--- config.mk ---
export PLATFORM = sky130hd
export DESIGN_NAME = ikaopm_bus_sequencer_flat
export DESIGN_NICKNAME = d
export VERILOG_FILES = /design/src/rtl/ikaopm_bus_sequencer_pkg.sv /design/src/rtl/ikaopm_bus_sequencer_if.sv /design/src/rtl/ikaopm_bus_sequencer_strobe_edge.sv /design/src/rtl/ikaopm_bus_sequencer.sv /design/src/flat_wrapper.sv
export SDC_FILE = /design/constraint.sdc
export NUM_CORES = 1
export LEC_CHECK = 0
export CORE_AREA = 3 3 72 74
export CTS_BUF_LIST = sky130_fd_sc_hd__clkbuf_4 sky130_fd_sc_hd__clkbuf_8 sky130_fd_sc_hd__clkbuf_16
export DETAILED_ROUTE_END_ITERATION = 6
export DIE_AREA = 0 0 75 77
export MAX_ROUTING_LAYER = met4
export PLACE_DENSITY = 0.76
export REMOVE_ABC_BUFFERS = 1
export SLEW_MARGIN = 5
export SYNTH_ARGS = -nofsm -noshare
export SYNTH_HDL_FRONTEND = slang
export SYNTH_SLANG_ARGS = --single-unit
--- constraint.sdc ---
create_clock -name i_EMUCLK -period 2.85 [get_ports i_EMUCLK]
set_input_delay 0.285 -clock i_EMUCLK [delete_from_list [all_inputs] [get_ports i_EMUCLK]]
set_output_delay 0.285 -clock i_EMUCLK [all_outputs]
set_load 0.01 [all_outputs]
--- src/rtl/ikaopm_bus_sequencer_pkg.sv ---
// Purpose: shared encodings for the OPM host bus sequencer (states, status bits, defaults).
// Latency: n/a (types and constants only).
// Backpressure: n/a; the host observes BUSY through the status byte instead.
package ikaopm_pkg;

  typedef enum logic [1:0] {
    IDLE   = 2'd0,
    PEND   = 2'd1,
    COMMIT = 2'd2
  } seq_state_t;

  // Minimum BUSY length after a data write, in phi1 cycles (valid 2..32).
  localparam int BUSY_CYCLES_DEF = 32;

  localparam int STAT_BUSY   = 7;
  localparam int STAT_TIMERB = 1;
  localparam int STAT_TIMERA = 0;

  function automatic logic [7:0] status_byte(input logic busy, input logic timerb,
                                             input logic timera);
    logic [7:0] s;
    s              = 8'h00;
    s[STAT_BUSY]   = busy;
    s[STAT_TIMERB] = timerb;
    s[STAT_TIMERA] = timera;
    return s;
  endfunction

endpackage

--- src/rtl/ikaopm_bus_sequencer_if.sv ---
// Purpose: host bus pins between the CPU and the OPM bus sequencer.
// Latency: n/a (wiring only).
// Backpressure: none on the pins; the host polls BUSY in the status byte.
interface ikaopm_bus_sequencer_if;
  logic       i_CS_n;
  logic       i_WR_n;
  logic       i_RD_n;
  logic       i_A0;
  logic [7:0] i_D;
  logic [7:0] o_D;
  logic       o_D_OE;

  modport master (
    output i_CS_n, i_WR_n, i_RD_n, i_A0, i_D,
    input  o_D, o_D_OE
  );

  modport slave (
    input  i_CS_n, i_WR_n, i_RD_n, i_A0, i_D,
    output o_D, o_D_OE
  );
endinterface

--- src/rtl/ikaopm_bus_sequencer_strobe_edge.sv ---
// Purpose: registers an active-high strobe and flags its first sampled cycle.
// Latency: level is 1 enabled cycle late; rise is combinational against the registered copy.
// Backpressure: none; a held strobe yields a single rise.
module ikaopm_strobe_edge (
  input  logic i_EMUCLK,
  input  logic i_MRST_n,
  input  logic i_phi1_NCEN_n,
  input  logic strobe,
  output logic level,
  output logic rise
);

  logic strobe_d;

  // Sample the strobe once per enabled phi1 edge.
  always_ff @(posedge i_EMUCLK) begin
    if (!i_phi1_NCEN_n) begin
      if (!i_MRST_n) strobe_d <= 1'b0;
      else           strobe_d <= strobe;
    end
  end

  assign level = strobe_d;
  assign rise  = strobe & ~strobe_d;

endmodule

--- src/rtl/ikaopm_bus_sequencer.sv ---
// Purpose: latches host address/data writes, commits data in the CYCLE_31 slot, drives BUSY and status reads.
// Latency: address 1 cycle; commit 1 cycle after PEND sees CYCLE_31; status read 1 cycle.
// Backpressure: none; BUSY stays high until the counter expires and the pending write has committed.
module ikaopm_bus_sequencer
  import ikaopm_pkg::*;
#(
  parameter int BUSY_CYCLES = BUSY_CYCLES_DEF
) (
  input  logic                   i_EMUCLK,
  input  logic                   i_MRST_n,
  input  logic                   i_phi1_NCEN_n,
  ikaopm_bus_sequencer_if.slave  host,
  input  logic                   i_CYCLE_31,
  input  logic                   i_TIMERA_FLAG,
  input  logic                   i_TIMERB_FLAG,
  output logic [7:0]             o_REG_ADDR,
  output logic [7:0]             o_REG_DATA,
  output logic                   o_REG_WE,
  output logic                   o_BUSY
);

  localparam logic [4:0] BUSY_LOAD = 5'(BUSY_CYCLES - 1);

  seq_state_t state, state_nx;
  logic [7:0] addr_lat, data_lat, addr_snap;
  logic [4:0] busy_cnt;
  logic       wr, rd, wr_rise, wr_level, rd_rise, rd_level;
  logic       addr_wr, data_wr;
  logic       unused_strobe;

  assign wr = ~host.i_CS_n & ~host.i_WR_n;
  assign rd = ~host.i_CS_n & ~host.i_RD_n;

  ikaopm_strobe_edge u_wr_edge (
    .i_EMUCLK      (i_EMUCLK),
    .i_MRST_n      (i_MRST_n),
    .i_phi1_NCEN_n (i_phi1_NCEN_n),
    .strobe        (wr),
    .level         (wr_level),
    .rise          (wr_rise)
  );

  // The registered read strobe doubles as the output enable.
  ikaopm_strobe_edge u_rd_edge (
    .i_EMUCLK      (i_EMUCLK),
    .i_MRST_n      (i_MRST_n),
    .i_phi1_NCEN_n (i_phi1_NCEN_n),
    .strobe        (rd),
    .level         (rd_level),
    .rise          (rd_rise)
  );

  // Write level and read rise have no consumer here.
  assign unused_strobe = wr_level ^ rd_rise;

  assign addr_wr = wr_rise & ~host.i_A0;
  assign data_wr = wr_rise &  host.i_A0;

  // Next state: a data write always (re)arms PEND and masks a coincident CYCLE_31.
  always_comb begin
    state_nx = state;
    case (state)
      IDLE:    if (data_wr) state_nx = PEND;
      PEND:    if (!data_wr && i_CYCLE_31) state_nx = COMMIT;
      COMMIT:  state_nx = data_wr ? PEND : IDLE;
      default: state_nx = IDLE;
    endcase
  end

  // State register.
  always_ff @(posedge i_EMUCLK) begin
    if (!i_phi1_NCEN_n) begin
      if (!i_MRST_n) state <= IDLE;
      else           state <= state_nx;
    end
  end

  // Host latches; the snapshot freezes the address as of the data write.
  always_ff @(posedge i_EMUCLK) begin
    if (!i_phi1_NCEN_n) begin
      if (!i_MRST_n) begin
        addr_lat  <= 8'h00;
        data_lat  <= 8'h00;
        addr_snap <= 8'h00;
      end else begin
        if (addr_wr) addr_lat <= host.i_D;
        if (data_wr) begin
          data_lat  <= host.i_D;
          addr_snap <= addr_lat;
        end
      end
    end
  end

  // Register-file port: values are presented only when a commit starts.
  always_ff @(posedge i_EMUCLK) begin
    if (!i_phi1_NCEN_n) begin
      if (!i_MRST_n) begin
        o_REG_ADDR <= 8'h00;
        o_REG_DATA <= 8'h00;
        o_REG_WE   <= 1'b0;
      end else begin
        o_REG_WE <= (state_nx == COMMIT);
        if (state == PEND && state_nx == COMMIT) begin
          o_REG_ADDR <= addr_snap;
          o_REG_DATA <= data_lat;
        end
      end
    end
  end

  // BUSY: counter sets the floor, the FSM holds it until the commit has finished.
  always_ff @(posedge i_EMUCLK) begin
    if (!i_phi1_NCEN_n) begin
      if (!i_MRST_n) begin
        busy_cnt <= 5'd0;
        o_BUSY   <= 1'b0;
      end else if (data_wr) begin
        busy_cnt <= BUSY_LOAD;
        o_BUSY   <= 1'b1;
      end else begin
        if (busy_cnt != 5'd0) busy_cnt <= busy_cnt - 5'd1;
        if (busy_cnt == 5'd0 && state_nx == IDLE) o_BUSY <= 1'b0;
      end
    end
  end

  // Status read: capture while the read strobe is sampled, hold otherwise.
  always_ff @(posedge i_EMUCLK) begin
    if (!i_phi1_NCEN_n) begin
      if (!i_MRST_n)  host.o_D <= 8'h00;
      else if (rd)    host.o_D <= status_byte(o_BUSY, i_TIMERB_FLAG, i_TIMERA_FLAG);
    end
  end

  assign host.o_D_OE = rd_level;

endmodule

--- src/flat_wrapper.sv ---
// flat-port wrapper written by rule: the top's interface ports become plain ports
module ikaopm_bus_sequencer_flat import ikaopm_pkg::*;
#(
  parameter int BUSY_CYCLES = BUSY_CYCLES_DEF
)
  (i_EMUCLK, i_MRST_n, i_phi1_NCEN_n, i_CYCLE_31, i_TIMERA_FLAG, i_TIMERB_FLAG, o_REG_ADDR, o_REG_DATA, o_REG_WE, o_BUSY, host_i_CS_n, host_i_WR_n, host_i_RD_n, host_i_A0, host_i_D, host_o_D, host_o_D_OE);
  ikaopm_bus_sequencer_if host_i ();
  input  logic i_EMUCLK;
  input  logic i_MRST_n;
  input  logic i_phi1_NCEN_n;
  input  logic i_CYCLE_31;
  input  logic i_TIMERA_FLAG;
  input  logic i_TIMERB_FLAG;
  output logic [7:0] o_REG_ADDR;
  output logic [7:0] o_REG_DATA;
  output logic o_REG_WE;
  output logic o_BUSY;
  input wire logic [$bits(host_i.i_CS_n)-1:0] host_i_CS_n;
  input wire logic [$bits(host_i.i_WR_n)-1:0] host_i_WR_n;
  input wire logic [$bits(host_i.i_RD_n)-1:0] host_i_RD_n;
  input wire logic [$bits(host_i.i_A0)-1:0] host_i_A0;
  input wire logic [$bits(host_i.i_D)-1:0] host_i_D;
  output wire logic [$bits(host_i.o_D)-1:0] host_o_D;
  output wire logic [$bits(host_i.o_D_OE)-1:0] host_o_D_OE;
  assign host_i.i_CS_n = host_i_CS_n;
  assign host_i.i_WR_n = host_i_WR_n;
  assign host_i.i_RD_n = host_i_RD_n;
  assign host_i.i_A0 = host_i_A0;
  assign host_i.i_D = host_i_D;
  assign host_o_D = host_i.o_D;
  assign host_o_D_OE = host_i.o_D_OE;
  ikaopm_bus_sequencer #(.BUSY_CYCLES(BUSY_CYCLES)) u_core (.i_EMUCLK(i_EMUCLK), .i_MRST_n(i_MRST_n), .i_phi1_NCEN_n(i_phi1_NCEN_n), .host(host_i), .i_CYCLE_31(i_CYCLE_31), .i_TIMERA_FLAG(i_TIMERA_FLAG), .i_TIMERB_FLAG(i_TIMERB_FLAG), .o_REG_ADDR(o_REG_ADDR), .o_REG_DATA(o_REG_DATA), .o_REG_WE(o_REG_WE), .o_BUSY(o_BUSY));
endmodule
==> impl_metrics.tcl, run 1 <==
set metrics [dict create \
    status "finished clean" \
    numCtsBuffers 5 \
    grt_use_total 0.136 \
    synth_edf_count 54 \
    synth_area_um2 2150 \
    drt-initial-drc-count 72 \
    die_x_um 75 \
    cts_resized 0 \
    seq_area_um2 1620 \
    skew_ps 3.34 \
    routabilityCongestion 0.860 \
    end_kind "flop" \
    die_area_um2 5780 \
    yosys_most_used_dff "edfxtp_1" \
    setup_viol 0 \
    whs_ps 532 \
    period_minus_slack_ps 2090 \
    via_per_inst 4.94 \
    route.detailed.drc 0 \
    fillCellCount 346 \
    synth_top_area_frac 0.755 \
    tns_ps 0 \
    syn_avg_cell_area_um2 15.6 \
    die_h_um 77 \
    core_um2 4660 \
    grt_max_degree 28 \
    peakVddDrop_v 0.000283 \
    worstPathArrival_ps 2050 \
    rows 25 \
    worstPathRequired_ps 2810 \
    ys_seq_elements 54 \
    multiInputGateArea_um2 463 \
    grt_setup_unrepaired "no" \
    grt_pass1_wl_mm 5.57 \
    netlist_instances 138 \
    vias 1171 \
    gr-total-overflow 0 \
    cts_setup_buffers 0 \
    tightest_slew_ps 930 \
    htreeDepth 2 \
    nets 202 \
    wire_per_inst_um 14.4 \
    hold_viol 0 \
    clockBufferDepth 2 \
    max_cap_viol_count 0 \
    firstDrtPassIters 4 \
    hold_path.class "reg2reg" \
    synthArstFlopShare 0 \
    seq_area_frac_synth 0.755 \
    relSlewSlack 0.380 \
    io_buffers 39 \
    yosys_warnings 0 \
    postCtsHoldBufs 0 \
    p_leak_nw 0.965 \
    drive_gt1_frac 0.0874 \
    cp_max_fo 9 \
    power_density_nw_per_um2 587 \
    dp_hpwl_mm 2.49 \
    initial_core_util 0.461 \
    io_pins 45 \
    antenna_left 0 \
    fin_util 0.580 \
    timing.fmax_ghz 0.479 \
    area_growth_pct 25.9 \
    clockRootBuffer "clkbuf_8" \
    yosys-top-cells-area "edfxtp_1 (75%), and2_1 (10%), a21oi_1 (2.3%)" \
    drv_slew 0 \
    clk_pin_slew_ps 90 \
    path_class "in2reg" \
    crit_path_start_kind "primary input" \
    ys_types 23 \
    antenna_found_initial 0 \
    cts_tree "built" \
    clk_latency_ps 300 \
    cts_sinks 54 \
    wl_mm 3.41 \
    yosys.area.top_type "edfxtp_1" \
    min_period_over_period 0.733 \
    antenna_cells 0 \
    first_global_vias 1243 \
]
[synth_stat cells (all sizes together) (2+ instances only)]
cell type  count
a21oi         10
and4b          2
edfxtp        54
and2          36
buf            6
ha             2
xnor2          3
clkbuf         4
o21ai          2
inv            5
nor2           3
nor3           2
[report_power, final]
part           total, mW  internal (mW)  leakage, nW  switching (mW)
Combinational      0.145         0.0771        0.385          0.0681
Clock              0.505          0.261       0.0504           0.244
Sequential         0.937          0.922        0.530          0.0147
[critical path: stages]
cell             delay [ps]
clkdlybuf4s50_1         440
or4b_1                  700
and2_4                  250
a21oi_1                 380
[kinds of logic after synthesis]
group           after synthesis  synth area share
compound gates               12            0.0280
simple gates                 51             0.153
flops                        54             0.755
other cells                   1           0.00175
fa+ha+maj                     2            0.0116
buf+inv                      15            0.0384
xor+xnor                      3            0.0122
[metal layers]
layer / GRT usage / part of all wire / vias up
met4: 0.0730 / 0.028 / 0
met5: - / 0 / -
met2: 0.223 / 0.53 / 40
li1: - / - / 565
met1: 0.144 / 0.39 / 559
met3: 0.0406 / 0.050 / 7
[stage by stage]
| stage | cell area, um2 | setup slack [ps] | total power, mW | cells |
|---|---|---|---|---|
| after CTS | 2710 | 780 | 1.60 | 237 |
| after global routing | 2710 | 664 | 1.65 | 237 |
| after detailed placement | 2590 | 438 | 1.10 | 229 |
| after floorplan | 2100 | 560 | 1.02 | 132 |
| final | 2710 | 761 | 1.59 | 237 |
| after global placement | 2590 | 552 | 1.09 | 229 |
[cells in the final DEF, fill, tap and decap left out, drive strengths merged, types with 2 or more instances in the layout]
master	instances
nor3	2
buf	4
clkbuf	5
a21oi	10
ha	2
conb	5
edfxtp	54
and2	36
xnor2	3
nor2	3
inv	5
clkinvlp	2
o21ai	2
and4b	2
clkdlybuf4s50	39
[area by class of cell]
type	count	share of cell area
well taps	54	0.0250
repair buffers	43	0.155
multi-input cells	73	0.171
clock buffers	5	0.0254
clock inverters	3	0.0167
inverters	5	0.00694
flip-flops and latches	54	0.599
[sequential cells by signal, indices dropped and copies added, names as in the netlist]
signal,count
u_core.addr_lat,8
u_core.addr_snap,8
u_core.data_lat,8
u_core.o_REG_ADDR,8
u_core.o_REG_DATA,8
u_core.busy_cnt,5
u_core.host.o_D,3
u_core.state,2
u_core.o_BUSY,1
u_core.o_REG_WE,1
u_core.u_rd_edge.level,1
u_core.u_wr_edge.level,1
[path summary, 6_finish.rpt]
path / cells past startpoint / slack (ps) / start / endpoint
worst max-delay path: 4 / 760 / host_i_CS_n / u_core.busy_cnt[4]
worst min-delay path: 1 / 530 / u_core.data_lat[1] / u_core.o_REG_DATA[1]
worst max register to register: 3 / 820 / u_core.u_wr_edge.level / u_core.busy_cnt[4]
worst min register to register: 1 / 530 / u_core.data_lat[1] / u_core.o_REG_DATA[1]
(Power assumes the default switching activity.)
==> inputs of run 2 (changes only) <==
--- a/config.mk
+++ b/config.mk
@@ -5,12 +5,12 @@
 export SDC_FILE = /design/constraint.sdc
 export NUM_CORES = 1
 export LEC_CHECK = 0
-export CORE_AREA = 3 3 72 74
+export CORE_AREA = 3 3 74 76
 export CTS_BUF_LIST = sky130_fd_sc_hd__clkbuf_4 sky130_fd_sc_hd__clkbuf_8 sky130_fd_sc_hd__clkbuf_16
 export DETAILED_ROUTE_END_ITERATION = 6
-export DIE_AREA = 0 0 75 77
+export DIE_AREA = 0 0 77 79
 export MAX_ROUTING_LAYER = met4
-export PLACE_DENSITY = 0.76
+export PLACE_DENSITY = 0.75
 export REMOVE_ABC_BUFFERS = 1
 export SLEW_MARGIN = 5
 export SYNTH_ARGS = -nofsm -noshare
==> constraint.sdc (replaced) <==
create_clock -name i_EMUCLK -period 1.9 [get_ports i_EMUCLK]
set_input_delay 0.19 -clock i_EMUCLK [delete_from_list [all_inputs] [get_ports i_EMUCLK]]
set_output_delay 0.19 -clock i_EMUCLK [all_outputs]
set_load 0.01 [all_outputs]
==> run 2 against run 1 <==
Against the previous run:
- count of clock-buffer cells in the layout up 1
- largest cell class unchanged
- highest routed layer unchanged
- critical endpoint is now u_core.data_lat[5]
- clock skew up 1.1 ps
- sequential share of layout area down 1.7 points
- hold slack better by 1.9 ps
- first-iteration DRC count up 35%
- critical path depth unchanged
- via count up 0.85%
- total power up 52%
- die area up 5.3%
==> impl_metrics.tcl, run 2 (synthesis results as in run 1) <==
set metrics [dict create \
    fin_area_um2 2790 \
    clockRootBuffer "clkbuf_8" \
    initial_core_util 0.449 \
    clockBufferDepth 2 \
    pre_cts_slack_ps -204 \
    clk_latency_ps 300 \
    firstDrtPassIters 4 \
    routabilityCongestion 0.724 \
    core_um2 4790 \
    tns_ps 0 \
    drive_gt1_frac 0.116 \
    drt-initial-drc-count 97 \
    tightest_slew_ps 543 \
    dpl_cell_area_um2 2670 \
    grt_setup_unrepaired "no" \
    min_period_over_period 0.954 \
    antenna_left 0 \
    mostFrequentLayoutCells "edfxtp_1 (54), clkdlybuf4s50_1 (39), and2_1 (35), a21oi_1 (9), buf_4 (9)" \
    io_pins 45 \
    status "finished clean" \
    final_common_cell "edfxtp_1" \
    die_area_um2 6080 \
    die_h_um 79 \
    dp_hpwl_mm 2.56 \
    antenna_cells 0 \
    crit_path_start_kind "flop" \
    cp_max_fo 16 \
    cts_sinks 54 \
    vias 1181 \
    p_leak_nw 1.00 \
    wl_mm 3.63 \
    timing.fmax_ghz 0.552 \
    period_minus_slack_ps 1810 \
    cts_tree "built" \
    max_cap_viol_count 0 \
    hold_viol 0 \
    skew_ps 4.40 \
    grt_use_total 0.132 \
    hold_path.class "reg2reg" \
    place_inst 248 \
    htreeDepth 2 \
    antenna_found_initial 0 \
    numCtsBuffers 5 \
    setup_viol 0 \
    worstPathRequired_ps 1920 \
    die_x_um 77 \
    rows 25 \
    fin_ws_ps 87.8 \
    power_density_nw_per_um2 865 \
    drv_slew 0 \
    first_global_vias 1189 \
    grt_max_degree 32 \
    postCtsHoldBufs 0 \
    gr-total-overflow 0 \
    via_per_inst 4.61 \
    area_growth_pct 29.7 \
    end_kind "flop" \
    fin_util 0.582 \
    grt_pass1_wl_mm 5.92 \
    fin_cells 256 \
    route.detailed.drc 0 \
    path_class "reg2reg" \
    clk_pin_slew_ps 90 \
    worstPathArrival_ps 1830 \
    peakVddDrop_v 0.000411 \
    wire_per_inst_um 14.2 \
    io_buffers 39 \
    nets 208 \
    relSlewSlack 0.637 \
]
==> run 2: what timing repair did <==
item,CTS,global route
endpoints found under the setup margin,0,16
setup buffers,0,0
gates resized for setup,0,1
==> run 2: critical path, stage by stage (launching register included) <==
cell	delay, ps
edfxtp_1	400
or4b_1	570
and2_4	200
nor2_1	170
buf_12	180
==> run 2: layout make-up <==
class	count	area, um2
multi-input combinational	73	470
clock inverter	2	37.5
inverter	5	18.8
timing repair buffer	49	478
fill	376	2000
sequential	54	1620
tap	67	83.8
clock buffer	6	76.3
==> run 2: layer usage <==
layer,track usage,part of all wire,vias up
li1,-,-,577
met1,0.142,0.41,567
met2,0.232,0.53,35
met3,0.0340,0.046,2
met4,0.0587,0.011,0
met5,-,0,-
==> run 2: report_power, final <==
group / switching [mW] / internal (mW)
Combinational: 0.108 / 0.128
Sequential: 0.0240 / 1.38
Clock: 0.359 / 0.408
==> run 2: worst paths after layout <==
check                         start              endpoint  cells past startpoint  slack [ps]
max          u_core.u_wr_edge.level    u_core.data_lat[5]                      4          90
min              u_core.data_lat[1]  u_core.o_REG_DATA[1]                      1         530
max reg2reg  u_core.u_wr_edge.level    u_core.data_lat[5]                      4          90
min reg2reg      u_core.data_lat[1]  u_core.o_REG_DATA[1]                      1         530
==> run 2: through the flow <==
stage / hold WS (ps) / power [mW]
floorplan: 381 / 1.53
global placement: 507 / 1.65
detailed placement: 511 / 1.67
CTS: 534 / 2.43
global route: 544 / 2.50
finish: 534 / 2.41
==> inputs of run 3 (changes only) <==
--- a/config.mk
+++ b/config.mk
@@ -10,7 +10,7 @@
 export DETAILED_ROUTE_END_ITERATION = 6
 export DIE_AREA = 0 0 77 79
 export MAX_ROUTING_LAYER = met4
-export PLACE_DENSITY = 0.75
+export PLACE_DENSITY = 0.72
 export REMOVE_ABC_BUFFERS = 1
 export SLEW_MARGIN = 5
 export SYNTH_ARGS = -nofsm -noshare
==> run 3 against run 2 <==
Against the previous run:
- register-to-register slack better by 40 ps
- die area unchanged
- clock skew down 0.92 ps
- critical path type is now in2reg
- largest power group unchanged
- hold slack better by 1.1 ps
==> impl_metrics.tcl, run 3 (synthesis results as in run 1) <==
set metrics [dict create \
    clockBufferDepth 2 \
    io_pins 45 \
    wire_per_inst_um 13.6 \
    antenna_cells 0 \
    clk_pin_slew_ps 90 \
    relSlewSlack 0.412 \
    total_power_mw 2.26 \
    antenna_left 0 \
    timing.rr.start "u_core.u_wr_edge.level" \
    first_global_vias 1213 \
    clk_latency_ps 310 \
    end_kind "flop" \
    fillCellCount 391 \
    cp_max_fo 16 \
    routabilityCongestion 0.850 \
    fin_cells 256 \
    skew_ps 3.48 \
    p_leak_nw 0.989 \
    nets 208 \
    drv_slew 0 \
    max_cap_viol_count 0 \
    grt_pass1_wl_mm 5.64 \
    min_period_over_period 0.935 \
    tightest_slew_ps 883 \
    crit_path_start_kind "primary input" \
    place_inst 248 \
    path_class "in2reg" \
    setup_viol 0 \
    core_um2 4790 \
    power_density_nw_per_um2 823 \
    hold_path.startpoint "u_core.data_lat[5]" \
    htreeDepth 2 \
    peakVddDrop_v 0.000459 \
    cts_setup_buffers 0 \
    tns_ps 0 \
    period_minus_slack_ps 1780 \
    mostFrequentLayoutCells "edfxtp_1 (54), clkdlybuf4s50_1 (39), and2_1 (35), a21oi_1 (9), buf_4 (9)" \
    grt_max_degree 29 \
    rows 25 \
    hold_viol 0 \
    grt_setup_unrepaired "no" \
    status "finished clean" \
    whs_ps 535 \
    cts_tree "built" \
    timing.fmax_ghz 0.563 \
    cp-startpoint "host_i_CS_n" \
    wl_mm 3.49 \
    drt-initial-drc-count 40 \
    clockRootBuffer "clkbuf_8" \
    io_buffers 39 \
    grt_use_total 0.125 \
    worstPathRequired_ps 1840 \
    die_area_um2 6080 \
    die_x_um 77 \
    die_h_um 79 \
    antenna_found_initial 0 \
    gr-total-overflow 0 \
    firstDrtPassIters 4 \
    via_per_inst 4.63 \
    drive_gt1_frac 0.122 \
    vias 1185 \
    area_growth_pct 28.1 \
    worstPathArrival_ps 1720 \
    dp_hpwl_mm 2.56 \
    route.detailed.drc 0 \
    final_common_cell "edfxtp_1" \
    numCtsBuffers 5 \
    fin_ws_ps 124 \
    hold_path.class "reg2reg" \
    initial_core_util 0.449 \
    pre_cts_slack_ps -218 \
    cts_sinks 54 \
]
[run 3: changes by cell type in the layout (fill, tap and decap cells not counted)]
cell,previous run,this run
a21oi_4,1,0
a21oi_2,0,1
clkinv_2,0,1
clkbuf_4,1,0
bufinv_16,1,0
nor4b_1,1,0
clkinv_4,0,1
buf_6,0,1
buf_12,1,0
nor4b_2,0,1
[run 3: path summary, 6_finish.rpt]
kind,endpoint,slack (ps),cells after the start
setup / recovery,u_core.o_REG_DATA[0],120,4
hold / removal,u_core.o_REG_DATA[5],540,1
setup reg to reg,u_core.data_lat[5],130,4
hold reg to reg,u_core.o_REG_DATA[5],540,1
[run 3: stage by stage]
step / area (um2) / utilization
2_1_floorplan: 2100 / -
3_3_place_gp: 2650 / 0.554
3_5_place_dp: 2650 / 0.554
4_1_cts: 2740 / 0.573
5_1_grt: 2750 / 0.575
6_report: 2750 / 0.575
[run 3: per-layer routing]
metal	wire, um	track usage	share of wire	vias to the layer above
li1	-	-	-	581
met1	1440	0.149	0.41	562
met2	1780	0.197	0.51	33
met3	164	0.0272	0.047	9
met4	95	0.0747	0.027	0
met5	0	-	0	-
[run 3: worst max-delay path, cell delays in order]
cell	delay [ps]
clkdlybuf4s50_1	520
or4b_1	180
nand4b_1	130
a21oi_2	700
[run 3: repair_timing]
item / CTS / global route
gates resized for setup: 0 / 2
setup endpoints to repair: 0 / 17
hold buffers: 0 / 0
endpoints found under the hold margin: 0 / 0
[run 3: cell type report]
class / instances / area, um2 / share of cell area
clock buffer: 5 / 68.8 / 0.0250
clock inverter: 3 / 21.3 / 0.00773
inverter: 5 / 18.8 / 0.00682
multi-input combinational: 73 / 469 / 0.170
sequential: 54 / 1620 / 0.589
tap: 67 / 83.8 / 0.0305
timing repair buffer: 49 / 469 / 0.170
[run 3: power by group]
part,total [mW],leakage [nW],internal (mW),switching (mW)
Sequential,1.41,0.530,1.38,0.0245
Combinational,0.229,0.415,0.125,0.104
Clock,0.628,0.0441,0.259,0.368
Total,2.26,0.989,1.77,0.497
